[src/rtl/uv_queue_reader_if.sv]
// Bundles the queue read channel, the narrow beat stream and the flush/status
// signals of uv_queue_reader. The master modport is the reader's view.
interface uv_queue_reader_if #(
  parameter int DAT_WIDTH  = 32,
  parameter int BEAT_WIDTH = 8
);
  logic                  que_rd_rdy;
  logic                  que_rd_vld;
  logic [DAT_WIDTH-1:0]  que_rd_dat;
  logic                  out_vld;
  logic                  out_rdy;
  logic [BEAT_WIDTH-1:0] out_dat;
  logic                  out_last;
  logic                  clr;
  logic                  busy;

  modport master (
    input  que_rd_rdy, que_rd_dat, out_rdy, clr,
    output que_rd_vld, out_vld, out_dat, out_last, busy
  );

  modport slave (
    output que_rd_rdy, que_rd_dat, out_rdy, clr,
    input  que_rd_vld, out_vld, out_dat, out_last, busy
  );
endinterface

[src/rtl/uv_queue_reader.sv]
// Read-side master for a uv_queue: pops DAT_WIDTH words and serializes each
// into DAT_WIDTH/BEAT_WIDTH beats on a valid/ready stream with a last flag.
module uv_queue_reader #(
  parameter int   DAT_WIDTH  = 32,
  parameter int   BEAT_WIDTH = 8,
  parameter logic ZERO_RDLY  = 1'b1,
  parameter logic LSB_FIRST  = 1'b1
) (
  input  logic               clk,
  input  logic               rst,
  uv_queue_reader_if.master  bus
);
  localparam int BEATS = DAT_WIDTH / BEAT_WIDTH;
  localparam int CNT_W = (BEATS > 1) ? $clog2(BEATS) : 1;
  localparam logic [CNT_W-1:0] LAST_CNT = CNT_W'(BEATS - 1);

  localparam logic [1:0] ST_IDLE = 2'd0;
  localparam logic [1:0] ST_WAIT = 2'd1;
  localparam logic [1:0] ST_SEND = 2'd2;

  logic [1:0]            state_reg;
  logic [CNT_W-1:0]      beat_cnt_reg;
  logic [DAT_WIDTH-1:0]  word_reg;

  logic                  send;
  logic                  beat_last;
  logic                  xfer;
  logic                  pop;
  logic [CNT_W-1:0]      beat_sel;
  logic [BEAT_WIDTH-1:0] beat_mux;
  logic [BEAT_WIDTH-1:0] beat_arr [BEATS];

  generate
    for (genvar gi = 0; gi < BEATS; gi++) begin : g_beat
      assign beat_arr[gi] = word_reg[gi*BEAT_WIDTH +: BEAT_WIDTH];
    end
  endgenerate

  assign send      = (state_reg == ST_SEND);
  assign beat_last = send && (beat_cnt_reg == LAST_CNT);
  assign xfer      = send && bus.out_rdy;
  assign beat_sel  = LSB_FIRST ? beat_cnt_reg : (LAST_CNT - beat_cnt_reg);

  // Pop is gated by rst so no word is lost while the reader is held in reset.
  assign pop = bus.que_rd_rdy && !bus.clr && !rst &&
               ((state_reg == ST_IDLE) || (xfer && beat_last));

  always_comb begin
    beat_mux = '0;
    for (int i = 0; i < BEATS; i++) begin
      if (beat_sel == CNT_W'(i)) beat_mux = beat_arr[i];
    end
  end

  assign bus.que_rd_vld = pop;
  assign bus.out_vld    = send;
  assign bus.out_last   = beat_last;
  assign bus.out_dat    = send ? beat_mux : '0;
  assign bus.busy       = (state_reg != ST_IDLE);

  always_ff @(posedge clk or posedge rst) begin
    if (rst) begin
      state_reg    <= ST_IDLE;
      beat_cnt_reg <= '0;
      word_reg     <= '0;
    end else if (bus.clr) begin
      state_reg    <= ST_IDLE;
      beat_cnt_reg <= '0;
    end else begin
      case (state_reg)
        ST_IDLE: begin
          if (pop) begin
            if (ZERO_RDLY) begin
              word_reg     <= bus.que_rd_dat;
              beat_cnt_reg <= '0;
              state_reg    <= ST_SEND;
            end else begin
              state_reg    <= ST_WAIT;
            end
          end
        end
        ST_WAIT: begin
          word_reg     <= bus.que_rd_dat;
          beat_cnt_reg <= '0;
          state_reg    <= ST_SEND;
        end
        ST_SEND: begin
          if (xfer) begin
            if (!beat_last) begin
              beat_cnt_reg <= beat_cnt_reg + CNT_W'(1);
            end else if (pop) begin
              // Zero-latency queues reload in place so words stream back to back.
              if (ZERO_RDLY) begin
                word_reg     <= bus.que_rd_dat;
                beat_cnt_reg <= '0;
              end else begin
                state_reg    <= ST_WAIT;
              end
            end else begin
              state_reg <= ST_IDLE;
            end
          end
        end
        default: state_reg <= ST_IDLE;
      endcase
    end
  end
endmodule
[src/flat_wrapper.sv]
// flat-port wrapper written by rule: the top's interface ports become plain ports
module uv_queue_reader_flat 
#(
  parameter int   DAT_WIDTH  = 32,
  parameter int   BEAT_WIDTH = 8,
  parameter logic ZERO_RDLY  = 1'b1,
  parameter logic LSB_FIRST  = 1'b1
)
  (clk, rst, bus_que_rd_rdy, bus_que_rd_dat, bus_out_rdy, bus_clr, bus_que_rd_vld, bus_out_vld, bus_out_dat, bus_out_last, bus_busy);
  uv_queue_reader_if #(.DAT_WIDTH(DAT_WIDTH), .BEAT_WIDTH(BEAT_WIDTH)) bus_i ();
  input  logic clk;
  input  logic rst;
  input wire logic [$bits(bus_i.que_rd_rdy)-1:0] bus_que_rd_rdy;
  input wire logic [$bits(bus_i.que_rd_dat)-1:0] bus_que_rd_dat;
  input wire logic [$bits(bus_i.out_rdy)-1:0] bus_out_rdy;
  input wire logic [$bits(bus_i.clr)-1:0] bus_clr;
  output wire logic [$bits(bus_i.que_rd_vld)-1:0] bus_que_rd_vld;
  output wire logic [$bits(bus_i.out_vld)-1:0] bus_out_vld;
  output wire logic [$bits(bus_i.out_dat)-1:0] bus_out_dat;
  output wire logic [$bits(bus_i.out_last)-1:0] bus_out_last;
  output wire logic [$bits(bus_i.busy)-1:0] bus_busy;
  assign bus_i.que_rd_rdy = bus_que_rd_rdy;
  assign bus_i.que_rd_dat = bus_que_rd_dat;
  assign bus_i.out_rdy = bus_out_rdy;
  assign bus_i.clr = bus_clr;
  assign bus_que_rd_vld = bus_i.que_rd_vld;
  assign bus_out_vld = bus_i.out_vld;
  assign bus_out_dat = bus_i.out_dat;
  assign bus_out_last = bus_i.out_last;
  assign bus_busy = bus_i.busy;
  uv_queue_reader #(.DAT_WIDTH(DAT_WIDTH), .BEAT_WIDTH(BEAT_WIDTH), .ZERO_RDLY(ZERO_RDLY), .LSB_FIRST(LSB_FIRST)) u_core (.clk(clk), .rst(rst), .bus(bus_i));
endmodule
[config.mk]
export PLATFORM = sky130hd
export DESIGN_NAME = uv_queue_reader_flat
export DESIGN_NICKNAME = d
export VERILOG_FILES = /design/src/rtl/uv_queue_reader_if.sv /design/src/rtl/uv_queue_reader.sv /design/src/flat_wrapper.sv
export SDC_FILE = /design/constraint.sdc
export NUM_CORES = 1
export LEC_CHECK = 0
export BUFFER_PORTS_ARGS = -buffer_cell sky130_fd_sc_hd__clkbuf_2
export CORE_AREA = 2 2 62 64
export DETAILED_ROUTE_END_ITERATION = 16
export DIE_AREA = 0 0 64 66
export HOLD_SLACK_MARGIN = 0.12
export PLACE_DENSITY = 0.82
export SETUP_SLACK_MARGIN = 0.4
export SYNTH_ARGS = -nofsm -noshare
export SYNTH_HDL_FRONTEND = slang
export SYNTH_SLANG_ARGS = --single-unit
[constraint.sdc]
create_clock -name clk -period 1.88 [get_ports clk]
set_clock_uncertainty 0.05 [all_clocks]
set_input_delay 0 -clock clk [delete_from_list [all_inputs] [get_ports clk]]
set_output_delay 0 -clock clk [all_outputs]
set_load 0.02 [all_outputs]
==> results of run 1 <==
-- logic make-up (layout without fill, tap and decap cells) --
logic type,Yosys count,after routing,synth area share [%]
mux,24,24,15.43
compound gates,46,46,15.29
simple gates,35,35,9.857
buf+inv,23,126,6.571
flops,35,35,50.00
fa+ha+maj,4,4,2.857
-- power groups by stage --
stage / Sequential, W / Clock (W) / Combinational (W)
finish: 0.000994 / 0.000409 / 0.000571
global route: 0.00101 / 0.000459 / 0.000616
CTS: 0.000978 / 0.000414 / 0.000471
detailed placement: 0.000990 / 0 / 0.000392
global placement: 0.000983 / 0 / 0.000377
floorplan: 0.000969 / 0 / 0.000286
-- final cells by class --
cell class	instances	area share, %
multi-input cells	109	31.30
clock inverters	2	0.4299
repair buffers	107	33.02
inverters	11	1.591
well taps	48	2.064
clock buffers	6	1.419
flip-flops and latches	35	30.18
-- stage by stage --
stage | std cells | power [W] | instance area (µm²) | util, % | setup slack [ns]
2_1_floorplan | 167 | 0.001255 | 1792 | - | 0.2197
3_3_place_gp | 255 | 0.001360 | 2053 | 57.82 | 0.1756
3_5_place_dp | 255 | 0.001382 | 2053 | 57.82 | 0.1517
4_1_cts | 301 | 0.001863 | 2572 | 72.45 | 0.05803
5_1_grt | 318 | 0.002081 | 2910 | 81.96 | -0.1886
6_report | 318 | 0.001974 | 2910 | 81.96 | -0.1150
-- layout by cell type (no fill, tap or decap), types with 2 or more instances in the layout --
cell	count
clkbuf_4	6
buf_6	11
nor2b_2	8
o21ai_1	8
a21oi_1	12
dlygate4sd3_1	36
clkbuf_2	40
buf_12	2
dfrtp_2	2
a22oi_2	5
buf_4	9
ha_4	4
inv_4	2
nand2b_1	2
dfrtp_1	33
nand2_1	17
o21ai_0	8
mux2_4	2
mux2_2	22
clkbuf_16	4
a21oi_2	6
a22oi_1	3
inv_1	9
nand2_2	2
-- layer usage --
layer  wire, µm  GRT usage (%)  up-vias
met5          0              0        -
met4         80          9.783        0
met3        296          6.303       11
met2       3103          41.02       64
met1       2339          29.62      820
li1           -              -      775
-- path summary, 6_finish.rpt --
| kind | from | to | cells past startpoint |
|---|---|---|---|
| min in group asynchronous | rst | u_core.beat_cnt_reg[1]$_DFFE_PP0N_ | 4 |
| min | bus_out_rdy | u_core.beat_cnt_reg[0]$_DFFE_PP0N_ | 4 |
| max | u_core.beat_cnt_reg[1]$_DFFE_PP0N_ | bus_out_dat[1] | 8 |
| max reg2reg | u_core.beat_cnt_reg[1]$_DFFE_PP0N_ | u_core.word_reg[27]$_DFFE_PP0P_ | 8 |
| max in group asynchronous | rst | u_core.beat_cnt_reg[0]$_DFFE_PP0N_ | 4 |
| min reg2reg | u_core.word_reg[2]$_DFFE_PP0P_ | u_core.word_reg[2]$_DFFE_PP0P_ | 1 |
-- synth_stat cells, drive strengths merged --
library cell / count
inv: 11
buf: 7
nor3b: 1
mux2: 24
nand3b: 1
and2: 1
nand2: 19
a21o: 1
nor2: 1
clkbuf: 5
o21ai: 17
dfrtp: 35
nand4b: 1
nand2b: 2
a211oi: 1
nor2b: 8
a21oi: 19
nand3: 1
a22oi: 8
ha: 4
-- timing repair --
action / 4_1_cts / 5_1_grt
setup buffers: 2 / 11
gates resized for setup: 20 / 51
gates cloned: 1 / 5
pin swaps: 3 / 7
endpoints found under the setup margin: 43 / 44
hold buffers: 35 / 1
endpoints found under the hold margin: 70 / 3
-- critical path, stage by stage (launching register included) --
cell	delay (ns)
dfrtp_2	0.49
inv_4	0.11
ha_4	0.18
clkbuf_4	0.21
a21oi_2	0.06
o21ai_1	0.14
a22oi_2	0.10
nor2b_2	0.14
clkbuf_8	0.15
==> results.toml, run 1 <==
[power_and_ir_drop]
p_int_w = 0.001362
p_clk_share_pct = 20.7
static-leakage-power_nw = 1.302
vdd_drop_max_uv = 532.9
pwr-share-comb_pct = 28.9
pwr-share-seq_pct = 50.4
power_density_nw_per_um2 = 678.3
power.switching_w = 0.0006119
switching_share_pct = 31.00

[timing]
finalSetupViolCount = 12
fin_setup_tns_ns = -0.5031
period_share_pct = 106.1
final_hold_viol_count = 0
whs_ns = 0.1497
final_max_slew_viol_count = 0
worstMarginPinSlew_ns = 0.4379
rsz0062_at_grt = "yes"
max_freq_ghz = 0.5013
timing.final.ws_setup_ns = -0.1150
period_needed_ns = 1.995
slew-limit-headroom_pct = 70.80

[layout]
seqCellArea_um2 = 878.3
layout-drive-gt1-share_pct = 50.00
nets = 310
area_growth_pct = 66.14
largest_reg_flops = 32
diodes = 0
nFillCells = 178
multi_input_area_um2 = 910.9

[drt]
drt_first_iter_violations = 121
vias = 1670
viasPerCell = 5.252
drc = 0
final_antenna_net_count = 0
avgRoutedWirePerCell_um = 18.30
wirelength_mm = 5.820
dr.pass1.iters = 4

[die]
die_area_um2 = 4224
rows = 22
die_h_um = 66
num_io_pins = 49
start_util_pct = 49.33
coreArea_um2 = 3551
die_w_um = 64

[worst_setup_path]
critical_path_class = "flip-flop to output port"
cp-start-kind = "flip-flop"
worstSetupEndpointType = "output port"
arrival_ns = 1.94
r2r_slack_ns = -0.05
worstPathMaxFanout = 6
crit_required_ns = 1.83

[synthesis]
syn_inst = 167
syn_area_per_cell_um2 = 10.49
synth-seq-cells = 35
synth_seq_area_share_pct = 50.00
yosys.area.top_type_share_pct = 50.00
synth_nets = 208
synth_area_leaders = "dfrtp_1, mux2_2, a21oi_1"
syn_area_um2 = 1752
synth-warning-count = 0
synth_cell_type_count = 23
synth_area_leader_cell = "dfrtp_1"

[clock_network]
cts_tree = "built"
cts_max_path_buffers = 2
cts_buffers = 5
htree_levels = 2
cts_root_buf = "clkbuf_4"
clkLatencyLatePin_ns = 0.34
clk_pin_slew_ns = 0.11
clock_sinks = 35

[grt]
grt_remaining_overflow = 0
gr-usage-all-layers_pct = 24.29
grt_pass1_vias = 1601
grt_first_pass_wirelength_mm = 7.617
grt_max_degree = 36
antenna_found_initial = 0

[place]
dp_hpwl_mm = 2.658
io_buffers = 48
place_congestion = 0.7610

[flow_run]
max-cap-violations = 0

[outcome]
status = "finished with violations"
violations = "negative setup slack"

[hold_path]
hold_path.class = "primary input to flip-flop"
Power figures use the tool's default switching activity.
==> run 2, diff against run 1 <==
CORE_AREA = 2 2 60 62   (was 2 2 62 64)
DIE_AREA = 0 0 62 64   (was 0 0 64 66)
PLACE_DENSITY = 0.87   (was 0.82)
REMOVE_ABC_BUFFERS = 1   (was not set)
clock period = 2.3 ns   (was 1.88 ns; I/O delays follow)
==> run 2 against run 1 <==
  * The flow now finishes without violations
  * Setup slack better by 0.46 ns
  * Cell area decreased by 10%
  * Combinational power is 29% lower
  * Cell count down 4.7%
  * Sequential cell count did not move
  * Via count increased by 3.1%
  * First-iteration DRC count rose to 2.5 times the previous value
  * Clock-buffer cell count grew 2
  * Core utilization shrank 2.6 points
  * Critical path type unchanged
  * Largest cell class is now sequential cells
  * Largest power group unchanged
==> results.toml, run 2 (same netlist as run 1, synthesis figures left out) <==
[outcome]
status = "finished clean"

[layout]
final_common_cell = "clkbuf_2"
nets = 296
layout_common_cells = "clkbuf_2, dlygate4sd3_1, dfrtp_1, mux2_2, nand2_1"
area_growth_pct = 48.86
largest_reg_flops = 32
nFillCells = 165
layout-drive-gt1-share_pct = 39.45

[die]
start_util_pct = 53.33
rows = 21
die_h_um = 64
die_area_um2 = 3968
num_io_pins = 49
coreArea_um2 = 3284
die_w_um = 62

[timing]
finalSetupViolCount = 0
final_hold_viol_count = 0
final_max_slew_viol_count = 0
fin_setup_tns_ns = 0
slew-limit-headroom_pct = 48.30
max_freq_ghz = 0.5106
rsz0062_at_grt = "yes"
period_needed_ns = 1.958
period_share_pct = 85.15
whs_ns = 0.2857
worstMarginPinSlew_ns = 0.7746

[worst_setup_path]
r2r_slack_ns = 0.36
critical_path_class = "flip-flop to output port"
ff2ff_path_depth = 6
worstPathMaxFanout = 8
worstReg2RegEnd = "u_core.word_reg[29]$_DFFE_PP0P_"
rr_startpoint = "u_core.beat_cnt_reg[0]$_DFFE_PP0N_"
crit_required_ns = 2.25
cp-start-kind = "flip-flop"
arrival_ns = 1.91
worstSetupEndpointType = "output port"

[drt]
dr.pass1.iters = 4
met2WireLength_mm = 2.888
wl_met3_um = 505
drc = 0
viasPerCell = 5.683
drt_first_iter_violations = 305
final_antenna_net_count = 0
avgRoutedWirePerCell_um = 18.66
met1_length_mm = 2.060
wirelength_mm = 5.655
top_layer = "met4"
vias = 1722

[clock_network]
cts_max_path_buffers = 2
clkLatencyLatePin_ns = 0.35
clk_pin_slew_ns = 0.11
htree_levels = 2
cts_root_buf = "clkbuf_4"
cts_tree = "built"
clock_sinks = 35
cts_buffers = 5

[grt]
gr-usage-all-layers_pct = 27.76
grt_max_degree = 33
grt_pass1_vias = 1696
grt_remaining_overflow = 0
grt_first_pass_wirelength_mm = 7.852
antenna_found_initial = 1

[power_and_ir_drop]
static-leakage-power_nw = 1.187
vdd_drop_max_uv = 361.1
power_density_nw_per_um2 = 613.4

[place]
dp_hpwl_mm = 2.521
place_congestion = 0.8033
io_buffers = 48

[hold_path]
hold_path.class = "primary input to async pin"

[flow_run]
max-cap-violations = 0
-- run 2: cell count changes in the layout (fill, tap and decap cells not counted), sizes merged --
| cell | change |
|---|---|
| clkbuf | -2 |
| diode | +1 |
| clkinv | -1 |
| clkinvlp | -1 |
| buf | -10 |
-- run 2: how the worst max path moves through the flow --
stage / start / end / depth (start not counted)
2_1_floorplan: u_core.beat_cnt_reg[0]$_DFFE_PP0N_ / u_core.word_reg[0]$_DFFE_PP0P_ / 4
3_3_place_gp: u_core.beat_cnt_reg[1]$_DFFE_PP0N_ / u_core.word_reg[31]$_DFFE_PP0P_ / 5
3_5_place_dp: u_core.beat_cnt_reg[1]$_DFFE_PP0N_ / u_core.word_reg[5]$_DFFE_PP0P_ / 5
4_1_cts: u_core.beat_cnt_reg[1]$_DFFE_PP0N_ / bus_out_dat[3] / 7
5_1_grt: u_core.beat_cnt_reg[1]$_DFFE_PP0N_ / bus_que_rd_vld / 6
6_report: u_core.beat_cnt_reg[0]$_DFFE_PP0N_ / bus_que_rd_vld / 6
-- run 2: final cells by class --
class	instances	area [µm²]	area share, %
clock buffers	8	68.82	2.639
flip-flops and latches	35	878.3	33.69
well taps	46	57.56	2.207
inverters	11	46.29	1.775
repair buffers	93	737.0	28.26
multi-input cells	109	817.0	31.33
diodes	1	2.502	0.09597
-- run 2: worst max-delay path: stages, from the launching register on --
cell and delay, ns:
dfrtp_2 0.47, ha_2 0.22, nand2_1 0.13, a211oi_4 0.26, buf_6 0.18, buf_12 0.13, buf_2 0.16
-- run 2: repair_timing --
item,in CTS,in global routing
endpoints found under the hold margin,54,0
setup buffers,0,2
hold buffers,36,0
gates resized for setup,9,25
pin swaps,0,2
endpoints found under the setup margin,8,33
cloned,0,2
-- run 2: power breakdown --
group | internal, W | switching (W) | total [W]
Combinational | 0.000215 | 0.000188 | 0.000403
Sequential | 0.000738 | 0.0000709 | 0.000809
Clock | 0.000180 | 0.000208 | 0.000388
-- run 2: per-stage QoR --
step           instance area (µm²)  instances  total power (W)  util [%]  worst slack [ns]
2_1_floorplan                 1678        155         0.001003         -           -0.5201
3_3_place_gp                  2026        254         0.001091     61.68            0.5886
3_5_place_dp                  2026        254         0.001112     61.68            0.5300
4_1_cts                       2495        298         0.001540     75.96            0.4144
5_1_grt                       2608        303         0.001673     79.39            0.3042
6_report                      2608        303         0.001599     79.39            0.3415
-- run 2: layer usage --
layer | global-route usage [%] | vias to the layer above
met3 | 9.312 | 23
li1 | - | 747
met1 | 32.41 | 829
met5 | 0 | -
met2 | 43.62 | 123
met4 | 14.89 | 0
